$ cat config.mk
export PLATFORM = sky130hd
export DESIGN_NAME = voice_allocator_flat
export DESIGN_NICKNAME = d
export VERILOG_FILES = /design/src/rtl/voice_allocator_if.sv /design/src/rtl/voice_allocator.sv /design/src/flat_wrapper.sv
export SDC_FILE = /design/constraint.sdc
export NUM_CORES = 1
export LEC_CHECK = 0
export ABC_AREA = 1
export BUFFER_PORTS_ARGS = -buffer_cell sky130_fd_sc_hd__buf_2
export CAP_MARGIN = 25
export CORE_MARGIN = 5
export CORE_UTILIZATION = 30
export CTS_CLUSTER_SIZE = 30
export DETAILED_ROUTE_END_ITERATION = 16
export HOLD_SLACK_MARGIN = 0.12
export PLACE_DENSITY = 0.43
export SKIP_CTS_REPAIR_TIMING = 1
export SLEW_MARGIN = 15
export SYNTH_ARGS = -nofsm -noshare
export SYNTH_HDL_FRONTEND = slang
export SYNTH_SLANG_ARGS = --single-unit
$ cat constraint.sdc
create_clock -name clk_i -period 2 [get_ports clk_i]
set_input_delay 0.2 -clock clk_i [delete_from_list [all_inputs] [get_ports clk_i]]
set_output_delay 0.2 -clock clk_i [all_outputs]
set_load 0.02 [all_outputs]
$ cat src/rtl/voice_allocator_if.sv
// Event and voice-status bundle for voice_allocator.
// master: key event source; slave: allocator (ready, voices, pulses).
interface voice_allocator_if #(
    parameter int VOICES = 4
);
    logic [2:0]          key_num_i;
    logic                key_on_i;
    logic                key_off_i;
    logic                ready_o;
    logic [VOICES-1:0]   voice_en_o;
    logic [3*VOICES-1:0] voice_note_o;
    logic [VOICES-1:0]   voice_start_o;
    logic                drop_o;

    modport master (
        output key_num_i, key_on_i, key_off_i,
        input  ready_o, voice_en_o, voice_note_o,
        input  voice_start_o, drop_o
    );

    modport slave (
        input  key_num_i, key_on_i, key_off_i,
        output ready_o, voice_en_o, voice_note_o,
        output voice_start_o, drop_o
    );
endinterface

$ cat src/rtl/voice_allocator.sv
// Shares VOICES tone voices among 8 keys with a serial voice scan.
// Ports: clk_i, rst_i (async, active-high), bus (voice_allocator_if.slave):
//   key_num_i/key_on_i/key_off_i events in, ready_o, voice_en_o,
//   voice_note_o (3 bits per voice), voice_start_o and drop_o pulses out.
// Option: define VOICE_ALLOCATOR_STEAL_EN to steal the oldest voice when
//   all are busy; otherwise such a press is dropped with a drop_o pulse.
module voice_allocator #(
    parameter int VOICES = 4
) (
    input  logic           clk_i,
    input  logic           rst_i,
    voice_allocator_if.slave bus
);
    localparam int IW = (VOICES > 1) ? $clog2(VOICES) : 1;
    localparam logic [IW-1:0] LAST = IW'(VOICES - 1);

    typedef enum logic [1:0] {
        S_IDLE,
        S_SCAN,
        S_COMMIT
    } state_t;

    state_t state_q, state_d;

    logic [2:0]        ev_key;
    logic              ev_off;
    logic [IW-1:0]     idx_q;
    logic              m_found, f_found, o_found;
    logic [IW-1:0]     m_idx, f_idx, o_idx;
    logic [7:0]        o_age;

    logic [VOICES-1:0] en_q;
    logic [2:0]        note_q [VOICES];
    logic [7:0]        age_q  [VOICES];
    logic [VOICES-1:0] start_q;
    logic              drop_q;

    logic              accept;
    logic              do_assign, do_clear, do_drop;
    logic [IW-1:0]     tgt;

    assign accept = (state_q == S_IDLE) &&
                    (bus.key_on_i || bus.key_off_i);

    always_ff @(posedge clk_i or posedge rst_i) begin
        if (rst_i) state_q <= S_IDLE;
        else       state_q <= state_d;
    end

    // Next state plus the commit decision taken from the scan results.
    always_comb begin
        state_d   = state_q;
        do_assign = 1'b0;
        do_clear  = 1'b0;
        do_drop   = 1'b0;
        tgt       = '0;
        unique case (state_q)
            S_IDLE: begin
                if (accept) state_d = S_SCAN;
            end
            S_SCAN: begin
                if (idx_q == LAST) state_d = S_COMMIT;
            end
            S_COMMIT: begin
                state_d = S_IDLE;
                if (ev_off) begin
                    do_clear = m_found;
                    tgt      = m_idx;
                end else if (!m_found) begin
                    if (f_found) begin
                        do_assign = 1'b1;
                        tgt       = f_idx;
                    end else begin
                        tgt = o_idx;
`ifdef VOICE_ALLOCATOR_STEAL_EN
                        do_assign = 1'b1;
`else
                        do_drop = 1'b1;
`endif
                    end
                end
            end
            default: state_d = S_IDLE;
        endcase
    end

    always_ff @(posedge clk_i or posedge rst_i) begin
        if (rst_i) begin
            ev_key  <= '0;
            ev_off  <= 1'b0;
            idx_q   <= '0;
            m_found <= 1'b0;
            f_found <= 1'b0;
            o_found <= 1'b0;
            m_idx   <= '0;
            f_idx   <= '0;
            o_idx   <= '0;
            o_age   <= '0;
            en_q    <= '0;
            start_q <= '0;
            drop_q  <= 1'b0;
            for (int i = 0; i < VOICES; i++) begin
                note_q[i] <= '0;
                age_q[i]  <= '0;
            end
        end else begin
            start_q <= '0;
            drop_q  <= do_drop;

            if (accept) begin
                ev_key  <= bus.key_num_i;
                ev_off  <= bus.key_off_i;
                idx_q   <= '0;
                m_found <= 1'b0;
                f_found <= 1'b0;
                o_found <= 1'b0;
                m_idx   <= '0;
                f_idx   <= '0;
                o_idx   <= '0;
                o_age   <= '0;
            end

            if (state_q == S_SCAN) begin
                idx_q <= idx_q + 1'b1;
                if (en_q[idx_q] && note_q[idx_q] == ev_key) begin
                    m_found <= 1'b1;
                    m_idx   <= idx_q;
                end
                if (!en_q[idx_q] && !f_found) begin
                    f_found <= 1'b1;
                    f_idx   <= idx_q;
                end
                // Strictly greater keeps the lowest index on age ties.
                if (en_q[idx_q] && (!o_found || age_q[idx_q] > o_age)) begin
                    o_found <= 1'b1;
                    o_idx   <= idx_q;
                    o_age   <= age_q[idx_q];
                end
            end

            if (do_clear) en_q[tgt] <= 1'b0;

            if (do_assign) begin
                for (int i = 0; i < VOICES; i++) begin
                    if (IW'(i) == tgt) begin
                        en_q[i]    <= 1'b1;
                        note_q[i]  <= ev_key;
                        age_q[i]   <= '0;
                        start_q[i] <= 1'b1;
                    end else if (en_q[i] && age_q[i] != 8'hff) begin
                        age_q[i] <= age_q[i] + 8'd1;
                    end
                end
            end
        end
    end

    assign bus.ready_o       = (state_q == S_IDLE);
    assign bus.voice_en_o    = en_q;
    assign bus.voice_start_o = start_q;
    assign bus.drop_o        = drop_q;

    for (genvar g = 0; g < VOICES; g++) begin : g_note
        assign bus.voice_note_o[3*g +: 3] = note_q[g];
    end
endmodule

$ cat src/flat_wrapper.sv
// flat-port wrapper written by rule: the top's interface ports become plain ports
module voice_allocator_flat 
#(
    parameter int VOICES = 4
)
  (clk_i, rst_i, bus_key_num_i, bus_key_on_i, bus_key_off_i, bus_ready_o, bus_voice_en_o, bus_voice_note_o, bus_voice_start_o, bus_drop_o);
  voice_allocator_if #(.VOICES(VOICES)) bus_i ();
  input  logic clk_i;
  input  logic rst_i;
  input wire logic [$bits(bus_i.key_num_i)-1:0] bus_key_num_i;
  input wire logic [$bits(bus_i.key_on_i)-1:0] bus_key_on_i;
  input wire logic [$bits(bus_i.key_off_i)-1:0] bus_key_off_i;
  output wire logic [$bits(bus_i.ready_o)-1:0] bus_ready_o;
  output wire logic [$bits(bus_i.voice_en_o)-1:0] bus_voice_en_o;
  output wire logic [$bits(bus_i.voice_note_o)-1:0] bus_voice_note_o;
  output wire logic [$bits(bus_i.voice_start_o)-1:0] bus_voice_start_o;
  output wire logic [$bits(bus_i.drop_o)-1:0] bus_drop_o;
  assign bus_i.key_num_i = bus_key_num_i;
  assign bus_i.key_on_i = bus_key_on_i;
  assign bus_i.key_off_i = bus_key_off_i;
  assign bus_ready_o = bus_i.ready_o;
  assign bus_voice_en_o = bus_i.voice_en_o;
  assign bus_voice_note_o = bus_i.voice_note_o;
  assign bus_voice_start_o = bus_i.voice_start_o;
  assign bus_drop_o = bus_i.drop_o;
  voice_allocator #(.VOICES(VOICES)) u_core (.clk_i(clk_i), .rst_i(rst_i), .bus(bus_i));
endmodule
### Word level (Yosys, flattened, before mapping)

Index checks and enable logic that the tools add are counted.

* register bits: 78
* word-level logic and storage cells: 147
* output and inout port bits: 22

* order comparisons: 5
* bitwise operators: 3
* multiplexer cells: 69
* $add $sub $neg: 5
* equality and inequality tests: 13
* reductions and logical operators: 30

Operators with widths (number)
* 8-bit two-way mux: 13
* 2-bit two-way mux: 17
* 8-bit by 1-bit adder with 8-bit output (second input constant): 4
* 8-bit inequality test (second input constant): 4
* 1-bit two-way mux: 29
* 2-bit AND reduction: 9
* 8-bit binary-select mux with 2-bit select: 1
* 4-bit two-way mux: 3
* 2-bit nonzero test: 5
* 1-bit logical AND: 9
* 8-bit greater-than comparator: 1
* 3-bit binary-select mux with 2-bit select: 1
* 2-bit by 3-bit < comparator with 1-bit output (second input constant): 2
* 3-bit two-way mux: 2
* 4-bit bitwise AND: 1
* 2-bit == test (first input constant): 2
* 2-bit == test (second input constant): 2
* 2-bit logical NOT: 2
* 2-bit by 1-bit inequality test with 1-bit output (second input constant): 2
* 4-bit inverter: 1
* 2-bit one-hot mux with 2 select lines: 1
* 3-bit == test: 1
* 3-bit greater-or-equal comparator (second input constant): 1
* 1-bit logical NOT: 3
* 8 further kinds: 9

### Depth between registers and ports, before layout

Gate-level depths: netlist of the first run.

* word-level depth: 13
* depth in mapped cells: 21
* mapped depth without buffers: 17

### Worst setup path after synthesis of the first run

No wires, ideal clock.

* path kind: reg2reg
* from: reg u_core.idx_q[0]
* to: reg u_core.o_age[0]
* setup time: 0.066 ns
* period minus slack after synthesis: 2.210 ns
* slack: -0.210 ns
* buffers on the path: 4
* stages on the path, launching flop included: 18
* data arrival time: 2.143 ns
* path through: dfrtp_1 -> buf_2 -> inv_2 -> buf_6 -> buf_2 -> a21oi_1 -> o21ai_0 -> o21ai_0 -> ha_1 -> nand2_1 -> nor2_1 -> nand2_1 -> nand2_1 -> nand2_1 -> nand2_1 -> clkbuf_1 -> nand3_1 -> nand2_1

* longest elaborated chain between the ends: 9

Ends and longest elaborated chain
* start, declared: line voice_allocator.sv:27 `logic [IW-1:0] idx_q;`
* start signal, assigned: line voice_allocator.sv:124 `idx_q <= idx_q + 1'b1;`
* 2-bit inverter with 3-bit output (implied by the code): line voice_allocator.sv:134, voice_allocator.sv:137
* 8-bit binary-select mux with 2-bit select: line voice_allocator.sv:134, voice_allocator.sv:137
* 8-bit two-way mux (implied by the code) (2 in a row): line voice_allocator.sv:134, voice_allocator.sv:137
* 8-bit greater-than comparator: line voice_allocator.sv:134 `if (en_q[idx_q] && (!o_found || age_q[idx_q] > o_age)) begin`
* 1-bit logical OR: line voice_allocator.sv:134
* 1-bit logical AND: line voice_allocator.sv:134
* 8-bit two-way mux (*): line voice_allocator.sv:134
* 8-bit two-way mux (*): line voice_allocator.sv:123 `if (state_q == S_SCAN) begin`
* end signal, assigned: line voice_allocator.sv:137 `o_age <= age_q[idx_q];`
* end, declared: line voice_allocator.sv:30 `logic [7:0] o_age;`

Mark *: on every way between the ends. The rest lies on a longest branch, timed or not. The select of a mux whose other input is x is not followed.
A chain may end at the register's enable or synchronous reset.

### Worst setup path in the final report of the first run

* from: reg u_core.idx_q[0]
* to: reg u_core.o_age[3]

The elaborated chain is that of the path after synthesis.

==> results.md, run 1 <==
- Setup WS post-layout: -0.160 ns
- Multiplexer share of the synthesized area: 0%
- Post-Synth Simple-Gate Area: 32.5%
- F_max: ~0.46 GHz
- CTS Buf Count: 9
- Critical path class: register to register
- Worst hold-check path type: primary input to register
- Clock skew: 0.00605 ns
- EDFF count, synth: 0
- Total congestion overflow: 0
- Global routing usage on met1: between 20% and 30%
- Vias: between 4000 and 5000
- Sequential fraction of the synthesis area: a little over two fifths
- Die area: approximately 0.018 mm2
- Std-Cell Core Area: around 0.015 mm2
- DRT Pass-1 Iters: 5
- DR DRC count: 0
- Vias in the first global route: between 4000 and 5000
- Final setup vio count: 11
- Drt total wl: about 13000 um
- Slew Limit Fails: 0
- Initial drt markers: between 200 and 250
- Outcome: finished with violations
- Worst EP arrival: ~2.4 ns
- Max cap viols: 0
- Antenna violations before repair: 0
- N_diodes: 0
- Crit start category: register
- Row count: 45
- Xor/xnor share of the synthesized area: between 2 and 3%
- H-tree depth: 3
- Top-area cell type share of the netlist area: 43.1%
- Post-DP HPWL: between 9000 and 10000 um
- Die X: 133 um
- Fin cells: around 860
- Synth Instances: approximately 580
- Distinct cell type count after synthesis: 39
- FILL cells: roughly 1500
- Period utilization: 108%
- Syn nets: approximately 600
- Largest family of logic cells by synthesized area: simple AND/OR/NAND/NOR gates
- Pwr/cell area: ~1300 mW/mm2
- Failing checks: setup timing
- P_leak: about 3.0 nW
- Final nets: slightly below 700
- Top area cells in the synthesized netlist: dfrtp_1 (43%), nand2_1 (13%), nand3_1 (7.1%)
- GRT Total Usage: 15.7%
- First-pass GRT wire length: between 20000 and 25000 um
- Grt met3 use: under 10%
- Initial core utilization: between 30% and 40%
- Area grow syn2layout: 30.9%
- Synth Area in Compound Gates: 9.91%
- Pwr Total: roughly 7.6 mW
- Max rail drop VDD: approximately 0.46 mV
- Adder-cell share of the synthesized area: 3.59%
- Final Hold Slack: between 0.2 and 0.3 ns
- Cell area after synthesis: about 0.0045 mm2
- Tmin final: around 2.2 ns
- Avg Inst Size Synth: approximately 8 um2
- Ratio of cells with drive above 1 in the final layout: 27.4%
- GPL Wtd Cong: about 0.80
- Number of port buffers: 28
- CTS sink cnt: between 70 and 80
- Final Hold Fails: 0
- Met2 Use GR: 23.7%
- Antenna Nets Post-Route: 0
- Ys Warns: 0
- Largest net degree at the start of global routing: a little under 80
- Slew margin rel.: 59.8%
- Ports: 29
- CTS Root Cell: clkbuf_16
- Main flop type after synthesis: dfrtp_1
- FFs w/ async S/R, synth: 100%
- Crit path required time: about 2.2 ns
- Worst setup EP type: register
- Die Ht: between 100 and 150 um
- Reg clk slew, reported paths: roughly 0.06 ns
- Cell taking the most area after synthesis: dfrtp_1
- Synth Register Bits: 78
- CTS tree: done
- Top Usage Layer GRT: met2
- WL/cell: between 15 and 20 um
- CP max FO: 7
- Via density: between 4 and 5
- DP Cell Count: 836
- RSZ-0062 raised after global routing: true
- Buffer depth of the longest clock path: 2
- Clock Latency Late Sink: about 0.35 ns
- Worst-Margin Slew: approximately 0.6 ns
## cell type report
type | instances | area, um2 | area share, %
Clock buffer | 10 | 239 | 4.03
Clock inverter | 4 | 120 | 2.02
Inverter | 59 | 235 | 3.97
Multi-Input combinational cell | 417 | 2350 | 39.6
Sequential cell | 78 | 1950 | 32.9
Tap cell | 188 | 235 | 3.97
Timing Repair Buffer | 106 | 791 | 13.3
Timing Repair inverter | 1 | 6.26 | 0.105
## path summary, 6_finish.rpt
check                                 from                     endpoint  slack (ns)  cells after the start
max                        u_core.idx_q[0]              u_core.o_age[3]       -0.16                     14
min                           bus_key_on_i            u_core.state_q[0]        0.29                      3
max reg2reg                u_core.idx_q[0]              u_core.o_age[3]       -0.16                     14
min reg2reg                 u_core.f_found            u_core.bus.drop_o        0.47                      1
max in group asynchronous            rst_i              u_core.idx_q[1]        1.14                      4
min in group asynchronous            rst_i  u_core.bus.voice_start_o[3]        0.52                      4
## power breakdown
part	total (mW)	internal, mW	switching [mW]
Combinational	3.47	1.43	2.04
Clock	2.04	1.37	0.669
Sequential	2.08	1.85	0.233
## layer usage
metal	up-vias	part of all wire, %
met1	1928	48
met2	65	45
met3	16	4.0
met5	-	0
li1	2097	-
met4	0	2.5
## worst max-delay path, cell delays in order, from the launching register on
cell,delay [ns]
dfrtp_2,0.49
clkbuf_2,0.17
o21ai_1,0.23
o22ai_2,0.15
ha_1,0.29
nand2_1,0.06
nor2_2,0.10
nand2_1,0.07
nand2_1,0.05
nand2_1,0.05
nand2_2,0.08
nand2_2,0.07
buf_6,0.15
nand2_2,0.05
nand2_2,0.05
## sequential cells by signal, summed over array words and instances (netlist names), named ones only
name	flops
u_core.bus.drop_o	1
u_core.ev_off	1
u_core.bus.voice_start_o	4
u_core.f_idx	2
u_core.idx_q	2
u_core.m_found	1
u_core.state_q	2
u_core.o_found	1
u_core.o_age	8
u_core.m_idx	2
u_core.o_idx	2
u_core.f_found	1
u_core.age_q	32
u_core.bus.voice_note_o	12
u_core.ev_key	3
## cell families after synthesis
kind of cell	count (synthesis)
xor+xnor	14
compound gates	72
buf+inv	80
flops	78
fa+ha+maj	13
simple gates	318
## cell usage in the layout (no fill, tap or decap), drive strengths merged
cell type    netlist  routed
o22ai              5       5
nor4               1       1
dfrtp             78      78
nand4             23      23
bufinv             0       4
and2               1       1
ha                13      13
xor2              11      11
inv               59      58
o21a               1       1
nand2            160     160
clkinv             0       1
o21ai             46      46
buf               16     100
a31oi              1       1
nand3             70      70
nand3b             1       1
nor3               6       6
a21boi             1       1
o21bai             1       1
dlygate4sd3        0       5
a32oi              1       1
xnor2              3       3
a21oi             15      15
clkbuf             5      11
a21o               1       1
nor2              56      56
clkinvlp           0       1
## Yosys cell counts (4+ instances only)
cell type  number
nand2_1       156
dfrtp_1        78
nand3_1        64
inv_1          53
nor2_1         50
o21ai_0        33
nand4_1        23
a21oi_1        14
ha_1           13
xor2_1         11
o21ai_2         8
buf_2           7
nor3_1          6
buf_6           5
clkbuf_1        5
inv_2           5
o21ai_1         5
o22ai_1         5
nand3_4         4
## through the flow
step | utilization, % | setup TNS (ns) | cell area, um2 | setup slack, ns
6_report | 39.5 | -1.60 | 5930 | -0.160
3_5_place_dp | 35.2 | -3.97 | 5290 | -0.373
5_1_grt | 39.5 | -3.44 | 5930 | -0.328
3_3_place_gp | 35.2 | -3.55 | 5290 | -0.331
4_1_cts | 37.6 | -4.29 | 5650 | -0.400
2_1_floorplan | - | -0.476 | 4580 | -0.0487
No activity file was read; power rests on OpenSTA's default activity.
==> run 2, diff against run 1 <==
--- a/config.mk
+++ b/config.mk
@@ -13,7 +13,7 @@
 export CTS_CLUSTER_SIZE = 30
 export DETAILED_ROUTE_END_ITERATION = 16
 export HOLD_SLACK_MARGIN = 0.12
-export PLACE_DENSITY = 0.43
+export PLACE_DENSITY_LB_ADDON = 0.08
 export SKIP_CTS_REPAIR_TIMING = 1
 export SLEW_MARGIN = 15
 export SYNTH_ARGS = -nofsm -noshare
==> results.md, run 2 (same netlist as run 1, synthesis figures left out) <==
- Setup WS post-layout: -0.136 ns (+0.0239 ns)
- Buffer depth of the longest clock path: 2 (unchanged)
- DRT Pass-1 Iters: 4 (-1)
- Antenna violations before repair: 0 (unchanged)
- First-pass GRT wire length: 21300 um (-2.0%)
- Period utilization: 107% (-1.2 points)
- Worst setup EP type: register
- Internal: 4.26 mW (-8.4%)
- Psw: 2.92 mW (-0.85%)
- Pwr Total: 7.18 mW (-5.5%)
- Largest net degree at the start of global routing: 79 (unchanged)
- CTS tree: done
- Via density: 4.71 (-1.0%)
- CTS Buf Count: 9 (unchanged)
- Clock skew: 0.00855 ns (+0.00250 ns)
- Min-delay src: bus_key_on_i
- Hold depth: 3 (unchanged)
- Tmin final: 2.14 ns (-0.0239 ns)
- R2R Path Start: u_core.idx_q[0]
- Final nets: 684 (-1.2%)
- Std-Cell Core Area: 0.0150 mm2 (unchanged)
- GPL Wtd Cong: 0.818 (+2.3%)
- Crit start category: register
- Final setup vio count: 10 (-1)
- Area grow syn2layout: 28.1%
- Die area: 0.0177 mm2 (unchanged)
- Worst hold-check path type: primary input to register
- Design area: 0.00581 mm2 (-2.1%)
- Sw frac: 40.7% (+1.9 points)
- WL/cell: 15.5 um (+0.11%)
- CTS Root Cell: clkbuf_16
- Drt total wl: 13200 um (-0.70%)
- F_max: 0.468 GHz (+1.1%)
- Max cap viols: 0 (unchanged)
- Die X: 133 um (unchanged)
- Area after DPL: 0.00528 mm2 (about the same)
- Slew margin rel.: 60.5% (+0.66 points)
- Slew Limit Fails: 0 (unchanged)
- Most common cell after layout, fill and taps aside: nand2_1
- Hold EP: u_core.state_q[0]
- Max reg flops: 32 (unchanged)
- Gate power share: 47.9% (+2.1 points)
- N_diodes: 0 (unchanged)
- Critical path class: register to register
- Number of port buffers: 28 (unchanged)
- Clock network power share: 23.7% (-3.1 points)
- Final Hold Slack: 0.308 ns (+0.0211 ns)
- RSZ-0062 raised after global routing: true
- Failing checks: setup timing
- Final core occ: 38.6% (-0.84 points)
- Met2 Wirelength: 6120 um (+1.1%)
- Post-DP HPWL: 9760 um (+2.5%)
- Row count: 45 (unchanged)
- Met3 Routed Length: 336 um (-38%)
- Max rail drop VDD: 0.528 mV (+14%)
- Worst-Margin Slew: 0.589 ns (-0.00983 ns)
- Final Hold Fails: 0 (unchanged)
- Ratio of cells with drive above 1 in the final layout: 25.9% (-1.5 points)
- CP max FO: 7 (unchanged)
- Total congestion overflow: 0 (unchanged)
- GRT Total Usage: 15.3% (-0.38 points)
- Commonest cells after routing, fill and taps aside: nand2_1 (146), dfrtp_1 (78), nand3_1 (64)
- Crit path required time: 2.23 ns (about the same)
- Clock Latency Late Sink: 0.34 ns (about the same)
- Reg clk slew, reported paths: 0.06 ns (about the same)
- P_leak: 2.97 nW (-1.9%)
- Outcome: finished with violations
- Vias in the first global route: 3930 (-3.0%)
- Wl on met1: 6630 um (+3.6%)
- Worst reg2reg setup slack: -0.14 ns (+0.02 ns)
- Top Metal Used: met4
- Sequential share of power: 28.3% (+0.9 points)
- H-tree depth: 3 (unchanged)
- Largest register by flop count: u_core.age_q
- FILL cells: 1549 (+0.98%)
- Ports: 29 (unchanged)
- Initial drt markers: 251 (+9.1%)
- Antenna Nets Post-Route: 0 (unchanged)
- Worst EP arrival: 2.36 ns (-0.04 ns)
- CTS sink cnt: 78 (unchanged)
- Die Ht: 133 um (unchanged)
- R2r endpoint: u_core.o_age[2]
- Cell count of the worst reg-to-reg path: 15 (+1)
- Initial core utilization: 30.1% (unchanged)
- Pwr/cell area: 1240 mW/mm2 (-3.4%)
- Vias: 4032 (-1.8%)
- DR DRC count: 0 (unchanged)
[run 2: changes by cell type in the layout (fill, tap and decap cells not counted), sizes merged]
cell and delta:
buf -7, bufinv -3, clkbuf +2, clkinv +1
[run 2: worst max-delay path by stage]
stage / startpoint / endpoint / cells past startpoint
3_3_place_gp: u_core.idx_q[0] / u_core.o_age[5] / 15
2_1_floorplan: u_core.idx_q[0] / u_core.o_age[5] / 21
5_1_grt: u_core.idx_q[0] / u_core.o_age[2] / 16
6_report: u_core.idx_q[0] / u_core.o_age[2] / 15
3_5_place_dp: u_core.idx_q[0] / u_core.o_age[2] / 15
4_1_cts: u_core.idx_q[0] / u_core.o_age[2] / 15
[run 2: layout make-up]
class                           instances  area [um2]  share of cell area (%)
Clock buffer                           12         256                    4.42
Clock inverter                          3        43.8                   0.754
Inverter                               59         230                    3.97
Multi-Input combinational cell        417        2340                    40.2
Sequential cell                        78        1950                    33.6
Tap cell                              188         235                    4.05
Timing Repair Buffer                   99         752                    13.0
[run 2: power groups by stage]
stage               registers [mW]  logic, mW  clock network (mW)
finish                        2.03       3.44                1.70
global route                  2.07       3.86                1.82
CTS                           2.03       3.05                1.75
detailed placement            2.05       3.03                   0
global placement              2.05       3.02                   0
floorplan                     2.06       1.97                   0
[run 2: through the flow]
stage	setup slack (ns)	setup TNS (ns)	std cells
after floorplan	-0.0487	-0.476	575
after global placement	-0.230	-2.31	834
after detailed placement	-0.271	-2.66	834
after CTS	-0.297	-2.93	849
after global routing	-0.350	-3.35	856
final	-0.136	-1.25	856
[run 2: per-layer routing]
layer  track usage (%)  vias to the layer above
li1                  -                     2070
met1              21.6                     1897
met2              23.9                       55
met3              2.40                       10
met4              5.14                        0
met5                 0                        -
[run 2: worst max-delay path, cell delays in order (launching register included)]
cell and delay [ns]:
dfrtp_1 0.42, buf_4 0.19, o21ai_1 0.14, o22ai_1 0.11, buf_4 0.16, ha_4 0.26, nand2_2 0.06, a21oi_2 0.11
nor2_1 0.05, nand2_1 0.06, nand2_1 0.06, nand2_2 0.11, nand2_4 0.07, buf_6 0.13, nand2_1 0.05, nand2_1 0.05
==> run 3, diff against run 2 <==
--- a/config.mk
+++ b/config.mk
@@ -13,7 +13,7 @@
 export CTS_CLUSTER_SIZE = 30
 export DETAILED_ROUTE_END_ITERATION = 16
 export HOLD_SLACK_MARGIN = 0.12
-export PLACE_DENSITY_LB_ADDON = 0.08
+export PLACE_DENSITY = 0.49
 export SKIP_CTS_REPAIR_TIMING = 1
 export SLEW_MARGIN = 15
 export SYNTH_ARGS = -nofsm -noshare
==> results.md, run 3 (same netlist as run 1, synthesis figures left out) <==
- Cell count of the worst reg-to-reg path: 16 (+1)
- Via density: 4.84 (+2.7%)
- Pre-CTS WS: -0.349 ns (-0.0780 ns)
- Worst-Margin Slew: 0.630 ns (+0.0412 ns)
- Clock Latency Late Sink: 0.35 ns (about the same)
- N_diodes: 0 (unchanged)
- Buffer depth of the longest clock path: 2 (unchanged)
- Reg clk slew, reported paths: 0.06 ns (about the same)
- Row count: 45 (unchanged)
- DRT Pass-1 Iters: 4 (unchanged)
- Area after DPL: 0.00527 mm2 (-0.24%)
- Post-DP HPWL: 9600 um (-1.6%)
- Final total negative setup slack: -2.55 ns (-1.30 ns)
- Clock skew: 0.00387 ns (-0.00468 ns)
- Initial core utilization: 30.1% (unchanged)
- Slew Limit Fails: 0 (unchanged)
- Design area: 0.00586 mm2 (+0.97%)
- Antenna Nets Post-Route: 0 (unchanged)
- CTS Buf Count: 9 (unchanged)
- Ratio of cells with drive above 1 in the final layout: 28.6% (+2.7 points)
- Die X: 133 um (unchanged)
- Final Hold Fails: 0 (unchanged)
- Final nets: 690 (+0.88%)
- Largest register by flop count: u_core.age_q
- CTS tree: done
- Worst Setup SP: u_core.idx_q[0]
- Max cap viols: 0 (unchanged)
- Die area: 0.0177 mm2 (unchanged)
- CP max FO: 7 (unchanged)
- Commonest cells after routing, fill and taps aside: nand2_1 (138), dfrtp_1 (76), buf_4 (64)
- Max reg flops: 32 (unchanged)
- Crit path required time: 2.24 ns (about the same)
- WL/cell: 15.2 um (-1.5%)
- Area grow syn2layout: 29.3%
- Crit path capture: u_core.o_age[0]
- Critical path class: register to register
- Drt total wl: 13100 um (-1.0%)
- Pwr/cell area: 1240 mW/mm2 (+0.70%)
- Hold depth: 3 (unchanged)
- DR DRC count: 0 (unchanged)
- Max rail drop VDD: 0.590 mV (+12%)
- Period utilization: 112% (+5.2 points)
- CTS Root Cell: clkbuf_16
- Antenna violations before repair: 0 (unchanged)
- Slew margin rel.: 57.7% (-2.8 points)
- Tmin final: 2.24 ns (+0.105 ns)
- Wl on met1: 6110 um (-7.7%)
- Std-Cell Core Area: 0.0150 mm2 (unchanged)
- Vias: 4159 (+3.1%)
- Failing checks: setup timing
- Crit start category: register
- GPL Wtd Cong: 0.863 (+5.5%)
- Final setup vio count: 11 (+1)
- Number of port buffers: 28 (unchanged)
- Setup WS post-layout: -0.241 ns (-0.105 ns)
- RSZ-0062 raised after global routing: true
- H-tree depth: 3 (unchanged)
- Worst EP arrival: 2.48 ns (+0.12 ns)
- Most common cell after layout, fill and taps aside: nand2_1
- Top Metal Used: met4
- Met2 Wirelength: 6160 um (+0.69%)
- R2r endpoint: u_core.o_age[0]
- Worst hold-check path type: primary input to register
- Total congestion overflow: 0 (unchanged)
- Worst setup EP type: register
- Met3 Routed Length: 529 um (+57%)
- Die Ht: 133 um (unchanged)
- First-pass GRT wire length: 21200 um (-0.26%)
- CTS sink cnt: 78 (unchanged)
- Initial drt markers: 191 (-24%)
- Ports: 29 (unchanged)
- R2R Path Start: u_core.idx_q[0]
- GRT Total Usage: 15.3% (+0.018 points)
- Worst reg2reg setup slack: -0.24 ns (-0.10 ns)
- F_max: 0.446 GHz (-4.7%)
- Largest net degree at the start of global routing: 60 (-24%)
- P_leak: 2.97 nW (+0.16%)
- Outcome: finished with violations
- Vias in the first global route: 4054 (+3.2%)
-- run 3: layer usage --
metal  global-route usage, %  vias to the layer above
met2                    24.2                       77
met1                    20.3                     1980
met4                    5.89                        0
met3                    3.61                       22
li1                        -                     2080
met5                       0                        -
-- run 3: cell type report --
type                    instances  area [um2]
repair buffers                104         781
multi-input cells             417        2380
clock inverters                 2        10.0
repair inverters                1        5.00
well taps                     188         235
clock buffers                  11         253
inverters                      59         239
fillers                      1535        9170
flip-flops and latches         78        1950
-- run 3: how the worst min path moves through the flow --
stage	to	from	slack, ns
2_1_floorplan	u_core.ev_key[0]	bus_key_num_i[0]	0.32
4_1_cts	u_core.bus.voice_start_o[3]	rst_i	-0.12
3_3_place_gp	u_core.bus.voice_start_o[3]	rst_i	0.26
5_1_grt	u_core.state_q[0]	bus_key_on_i	0.36
3_5_place_dp	u_core.bus.voice_start_o[3]	rst_i	0.26
6_report	u_core.state_q[0]	bus_key_on_i	0.31
-- run 3: worst max-delay path, cell delays in order (launching register included) --
cell and delay, ns:
dfrtp_2 0.49, buf_12 0.17, buf_6 0.13, nor2_2 0.08
o22ai_1 0.09, buf_4 0.15, ha_4 0.27, nand2_4 0.06
nor2_4 0.11, nand2_1 0.06, nand2_1 0.05, nand2_1 0.06
nand2_2 0.10, nand2_2 0.07, buf_6 0.14, nand2_2 0.05
nand2_1 0.04
-- run 3: report_power, final --
group	internal [mW]	leakage, nW	total [mW]	switching [mW]
logic	1.54	1.78	3.71	2.16
clock network	0.882	0.133	1.52	0.638
registers	1.85	1.06	2.07	0.221
total	4.27	2.97	7.30	3.02
-- run 3: stage by stage --
step,power (mW),utilization [%],hold WS [ns],std cells
after floorplan,4.03,-,0.321,575
after global placement,5.01,35.1,0.258,834
after detailed placement,5.05,35.1,0.259,834
after CTS,6.61,36.8,-0.119,847
after global routing,7.85,39.0,0.357,860
final,7.30,39.0,0.307,860
